===== config.mk =====
export PLATFORM = sky130hd
export DESIGN_NAME = regb_fifo_lvl
export DESIGN_NICKNAME = d
export VERILOG_FILES = /design/src/rtl/regb_fifo_lvl.sv
export SDC_FILE = /design/constraint.sdc
export NUM_CORES = 1
export LEC_CHECK = 0
export CAP_MARGIN = 5
export CORE_ASPECT_RATIO = 1.25
export CORE_MARGIN = 1
export CORE_UTILIZATION = 50
export DETAILED_ROUTE_END_ITERATION = 10
export HOLD_SLACK_MARGIN = 0.08
export PLACE_DENSITY_LB_ADDON = 0.1
export SKIP_LAST_GASP = 1
export SLEW_MARGIN = 25
export SYNTH_ARGS = -nofsm -noshare
export SYNTH_HDL_FRONTEND = slang
export SYNTH_SLANG_ARGS = --single-unit

===== constraint.sdc =====
create_clock -name clk -period 5.3 [get_ports clk]
set_clock_uncertainty 0.1 [all_clocks]
set_input_delay 0.53 -clock clk [delete_from_list [all_inputs] [get_ports clk]]
set_output_delay 0.53 -clock clk [all_outputs]
set_load 0.005 [all_outputs]

===== src/rtl/regb_fifo_lvl.sv =====
// ============================================================================
// Module      : regb_fifo_lvl
// Description : Register-based first-word-fall-through FIFO with fill level,
//               almost-full/empty flags, flush and sticky error flags.
// Revision    : 1.0 - initial release
// ============================================================================
`default_nettype none

module regb_fifo_lvl #(
    parameter int DEPTH = 8,
    parameter int WIDTH = 8,
    parameter int AF_TH = 6,
    parameter int AE_TH = 2,
    parameter int LW    = $clog2(DEPTH + 1)
) (
    input  logic             clk,
    input  logic             res_n,
    input  logic [WIDTH-1:0] wdata,
    input  logic             shift_in,
    input  logic             shift_out,
    input  logic             flush,
    input  logic             err_clr,
    output logic [WIDTH-1:0] rdata,
    output logic             empty,
    output logic             full,
    output logic             almost_empty,
    output logic             almost_full,
    output logic [LW-1:0]    level,
    output logic             overflow,
    output logic             underflow
);

    logic [WIDTH-1:0] mem_q [DEPTH];
    logic [WIDTH-1:0] mem_d [DEPTH];
    logic [LW-1:0]    level_q;
    logic [LW-1:0]    level_d;
    logic             overflow_q;
    logic             overflow_d;
    logic             underflow_q;
    logic             underflow_d;

    logic             w_rd;
    logic             w_wr;
    logic [LW-1:0]    w_widx;

    assign empty        = (level_q == '0);
    assign full         = (level_q == LW'(DEPTH));
    assign almost_empty = (level_q <= LW'(AE_TH));
    assign almost_full  = (level_q >= LW'(AF_TH));
    assign level        = level_q;
    assign overflow     = overflow_q;
    assign underflow    = underflow_q;
    // Slots above the level are always zero, so the head reads zero when empty.
    assign rdata        = mem_q[0];

    assign w_rd   = shift_out & ~empty;
    assign w_wr   = shift_in & (~full | shift_out);
    assign w_widx = level_q - LW'(w_rd);

    always_comb begin
        mem_d       = mem_q;
        level_d     = level_q;
        overflow_d  = (overflow_q  & ~err_clr) | (shift_in & full & ~shift_out & ~flush);
        underflow_d = (underflow_q & ~err_clr) | (shift_out & empty & ~flush);

        if (flush) begin
            for (int k = 0; k < DEPTH; k++) begin
                mem_d[k] = '0;
            end
            level_d = '0;
        end else begin
            if (w_rd) begin
                for (int k = 0; k < DEPTH - 1; k++) begin
                    mem_d[k] = mem_q[k + 1];
                end
                mem_d[DEPTH-1] = '0;
            end
            // Write lands in the first free slot after any shift this cycle.
            if (w_wr) begin
                for (int k = 0; k < DEPTH; k++) begin
                    if (w_widx == LW'(k)) begin
                        mem_d[k] = wdata;
                    end
                end
            end
            level_d = level_q + LW'(w_wr) - LW'(w_rd);
        end
    end

    always_ff @(posedge clk or negedge res_n) begin
        if (!res_n) begin
            for (int k = 0; k < DEPTH; k++) begin
                mem_q[k] <= '0;
            end
            level_q     <= '0;
            overflow_q  <= 1'b0;
            underflow_q <= 1'b0;
        end else begin
            mem_q       <= mem_d;
            level_q     <= level_d;
            overflow_q  <= overflow_d;
            underflow_q <= underflow_d;
        end
    end

endmodule

`default_nettype wire


* After elaboration in Yosys (flattened, before gate mapping)
Index checks and enable logic that the tools add are counted.
Storage, ports and cells: flip-flop bits (word level) 70, memory bits (read-only) 0, output and inout bits 18, memories kept 0, memory bits (writable) 0, bits in latches 0, logic and storage cells 55
Operators by class: eq/ne operators 8, bitwise logic cells 17, shift-type cells 0, magnitude comparators 2, div/mod/pow operators 0, multiply operators 0, add/sub/neg operators 3, reductions and logical operators 2, multiplexer cells 12
Operators with widths (count):
- 2-to-1 mux 64 bit | 3
- 2-to-1 mux 8 bit | 8
- == test 4 x 3 -> 1 bit (second input constant) | 4
- bitwise AND 1 bit | 9
- == test 4 x 2 -> 1 bit (second input constant) | 2
- logical NOT 4 bit | 2
- subtractor 4 x 1 -> 4 bit | 2
- inverter 1 bit | 5
- adder 4 x 1 -> 4 bit | 1
- == test 4 x 1 -> 1 bit (second input constant) | 1
- == test 4 bit (second input constant) | 1
- greater-or-equal comparator 4 x 3 -> 1 bit (second input constant) | 1
- less-or-equal comparator 4 x 2 -> 1 bit (second input constant) | 1
- 2-to-1 mux 4 bit | 1
- bitwise OR 1 bit | 3

* Longest topological paths before layout
word-level depth 8, mapped depth 14

* Worst setup path after synthesis
Ideal clock, no wire load.
path type reg-to-reg, start register level_q[2], in the netlist level[2], end register mem_q[33] (netlist bit), arrival time 3.679 ns, path slack 1.426 ns, stages on the path, launching flop included 15, period minus slack after synthesis 3.874 ns, cell sequence dfrtp_1 > inv_1 > ha_1 > or3b_2 > nand2_4 > inv_1 > buf_2 > buf_4 > ha_1 > ha_1 > or4b_1 > buf_4 > or3_1 > buf_6 > a221oi_2
RTL lines:
- from (decl) | line 35 | logic [LW-1:0] level_q;
- from (signal assigned) | line 100 | level_q <= level_d;
- to (signal assigned) | line 99 | mem_q <= mem_d;
- to (decl) | line 33 | logic [WIDTH-1:0] mem_q [DEPTH];

==> flow_summary.yaml <==
critical_path:
  r2r_cells: 10
  crit_type: "flop to flop"
  reg2reg_from: "level[2]"
  crit_path_start_kind: "flop"
  worstPathArrival_ps: 4290
  critPathMaxFanout: 20
  end_kind: "flop"
  cp.required_ps: 5390
  timing.rr.end: "mem_q[27]"
  timing.reg2reg.setup_slack_ps: 1090
die:
  die_area_um2: 8420
  initial_utilization_pct: 51.7
  coreArea_um2: 7790
  die_x_um: 82.3
  ios: 32
  rows: 36
  die_h_um: 102
final_layout:
  regArea_um2: 1750
  syn2layout_area_growth_pct: 12.8
  multi_input_area_um2: 1970
  fin_nets: 423
  final_cell_area_um2: 4540
  drive_gt1_share_pct: 9.75
  nFillCells: 678
  antenna_cells: 0
clock_tree:
  post_cts_resized: 0
  clockBufferDepth: 2
  cts_tree: "done"
  clockRootBuffer: "clkbuf_8"
  cts_buffers: 9
  cts.clk_slew.worst_paths_ps: 80
  clock_sinks: 70
  cts_htree_levels: 3
  clkLatencyLatePin_ps: 340
pwr:
  p_int_mw: 1.45
  seqPwrFrac_pct: 32.2
  power.share.clock_pct: 19.9
  vdd_drop_max_uv: 308
  p_switching_mw: 0.979
  total_leakage_power_nw: 2.07
  power.switching_fraction_pct: 40.2
  p_per_area_nw_per_um2: 535
  p_comb_share_pct: 47.9
detailed_routing:
  drtPass1Iterations: 4
  drc: 0
  vias: 2900
  drt_iter0_drc: 124
  wirelength_um: 9080
  ant_nets: 0
  viasPerCell: 5.86
  routedWlPerCell_um: 18.3
logic_synthesis:
  syn_inst: 382
  synthesis.area_um2: 4030
  synth_ff_type: "dfrtp_1"
  ys_top_cells_by_area: "dfrtp_1 (44%), mux2i_1 (16%), a221oi_1 (5.2%), ha_1 (4.0%), a211o_1 (3.5%)"
  synth_edf_count: 0
  ys_seq_area_share_pct: 43.5
  avgSynthCellArea_um2: 10.5
  synth_top_area_cell: "dfrtp_1"
  synth.distinct_cells: 34
  yosysWarnings: 0
  ys_ff_latch: 70
  yosysTopAreaCellShare_pct: 43.5
  syn-num-nets: 410
  synth_async_sr_flop_share_pct: 100
timing:
  slew_violations: 0
  clock.fmax_mhz: 238
  worst_pin_slew_ps: 998
  hold_violations: 0
  period_share_pct: 79.4
  relSlewSlack_pct: 33.0
  finalSetupTns_ps: 0
  fin_crit_ps: 4210
  setup_viol_count_final: 0
  rsz0062_at_grt: "no"
  fin_ws_ps: 1090
placement:
  post-place-ws_ps: 1110
  port_buffers: 31
  post-dp-hpwl_um: 6010
  gp_congestion: 0.824
  placed_cell_area_um2: 4310
worst_hold_path:
  holdCritStartpoint: "overflow"
  holdPathEnd: "overflow"
  hold_path_class: "flop to flop"
  min_path_cells: 2
job:
  timing.max_cap.violations: 0
grt:
  grt_usage_pct: 24.2
  grt-ovfl-total: 0
  grt_pass1_wl_um: 15100
  antenna_found_initial: 0
  grt_max_degree: 56
  grt_pass1_vias: 2984
outcome:
  status: "finished clean"
-- power groups by stage --
stage          clock network [mW]  registers [mW]  logic (mW)
3_5_place_dp                    0           0.794        1.16
6_report                    0.484           0.783        1.16
3_3_place_gp                    0           0.790        1.15
2_1_floorplan                   0           0.760       0.868
5_1_grt                     0.521           0.802        1.29
4_1_cts                     0.496           0.783        1.17
-- per-layer routing --
| layer | wire length (um) | vias up | share of wire [%] | global-route usage, % |
|---|---|---|---|---|
| met5 | 0 | - | 0 | 0 |
| met4 | 160 | 0 | 1.8 | 10.1 |
| met3 | 185 | 13 | 2.0 | 3.13 |
| met2 | 4460 | 43 | 49 | 39.5 |
| met1 | 4280 | 1435 | 47 | 32.2 |
| li1 | - | 1409 | - | - |
-- cell families after synthesis --
| kind of cell | count (synthesis) | share of synthesized area, % |
|---|---|---|
| AOI/OAI and AO/OA | 82 | 16.8 |
| buffers and inverters | 66 | 7.55 |
| adders and majority gates | 14 | 4.54 |
| muxes | 64 | 15.9 |
| and+or+nand+nor | 83 | 11.0 |
| DFF | 70 | 43.5 |
| xor gates and xnor gates | 3 | 0.653 |
-- critical path: stages (launching register included) --
cell and delay (ps):
dfrtp_1 430, inv_1 190, ha_1 190, or3b_2 670, nand2_4 280, inv_2 60
ha_1 200, ha_1 330, nand4_1 450, nor3_1 980, o31ai_1 160
-- cells in the final DEF, fill, tap and decap left out --
cell type        instances
xor2_1                   3
a221o_1                  1
a221oi_1                24
inv_2                    1
nand4_1                  1
nor3_1                   1
clkinvlp_4               2
fa_1                     1
a221oi_2                 8
or4_1                    8
nand2_4                  1
or3_1                    6
nand2b_1                10
nor2_1                  34
or3b_2                   1
inv_1                   27
nor2b_1                  3
clkdlybuf4s50_1         29
bufinv_16                2
o21bai_1                 2
o31ai_1                  8
o32ai_1                  2
dfrtp_1                 70
ha_1                    13
nand4b_1                 2
nand2_1                 11
clkinv_2                 2
buf_2                    2
buf_4                    8
clkbuf_8                10
nor3_4                   1
nor2_2                   1
dlygate4sd3_1            1
o21ai_0                  2
or4b_1                   2
and3_1                   1
a211o_1                 16
mux2i_1                 64
a21oi_1                 19
-- per-stage QoR --
step,power [mW],cells,hold WS [ps],utilization (%)
floorplan,1.63,382,134,-
global placement,1.94,478,367,55.3
detailed placement,1.96,478,368,55.3
CTS,2.45,495,429,58.3
global route,2.62,495,442,58.3
finish,2.43,495,423,58.3
-- repair_timing --
item,CTS,global route
setup buffers,0,0
endpoints found under the hold margin,15,0
hold buffers,1,0
-- worst max path at each step --
| stage | from | endpoint | slack [ps] | cells past startpoint |
|---|---|---|---|---|
| 2_1_floorplan | level[2] | mem_q[33] | 1430 | 14 |
| 3_3_place_gp | level[2] | mem_q[25] | 1190 | 10 |
| 3_5_place_dp | level[2] | mem_q[27] | 1110 | 10 |
| 4_1_cts | level[2] | mem_q[28] | 1090 | 10 |
| 5_1_grt | level[2] | mem_q[24] | 820 | 10 |
| 6_report | level[2] | mem_q[27] | 1090 | 10 |
-- cells in the mapped netlist, drive strengths merged, types with 2 or more instances --
| cell | number |
|---|---|
| or4b | 2 |
| a221oi | 32 |
| a21oi | 19 |
| mux2i | 64 |
| inv | 28 |
| nand2 | 12 |
| buf | 19 |
| o21ai | 2 |
| o31ai | 8 |
| ha | 13 |
| or4 | 8 |
| a211o | 16 |
| o32ai | 2 |
| clkbuf | 19 |
| nor2b | 3 |
| xor2 | 3 |
| nor3 | 2 |
| nor2 | 35 |
| or3 | 6 |
| nand4b | 2 |
| dfrtp | 70 |
| o21bai | 2 |
| nand2b | 10 |
-- flip-flops by register name, summed over array words and instances, names as in the netlist --
register,count
rdata,8
level,4
mem_q,56
overflow,1
underflow,1
-- cell type report --
cell class,instances,area share [%]
well taps,95,2.62
flip-flops and latches,70,38.6
inverters,28,2.31
clock inverters,6,1.87
clock buffers,10,3.03
multi-input cells,246,43.4
repair buffers,40,8.15
Power figures use the tool's default switching activity.
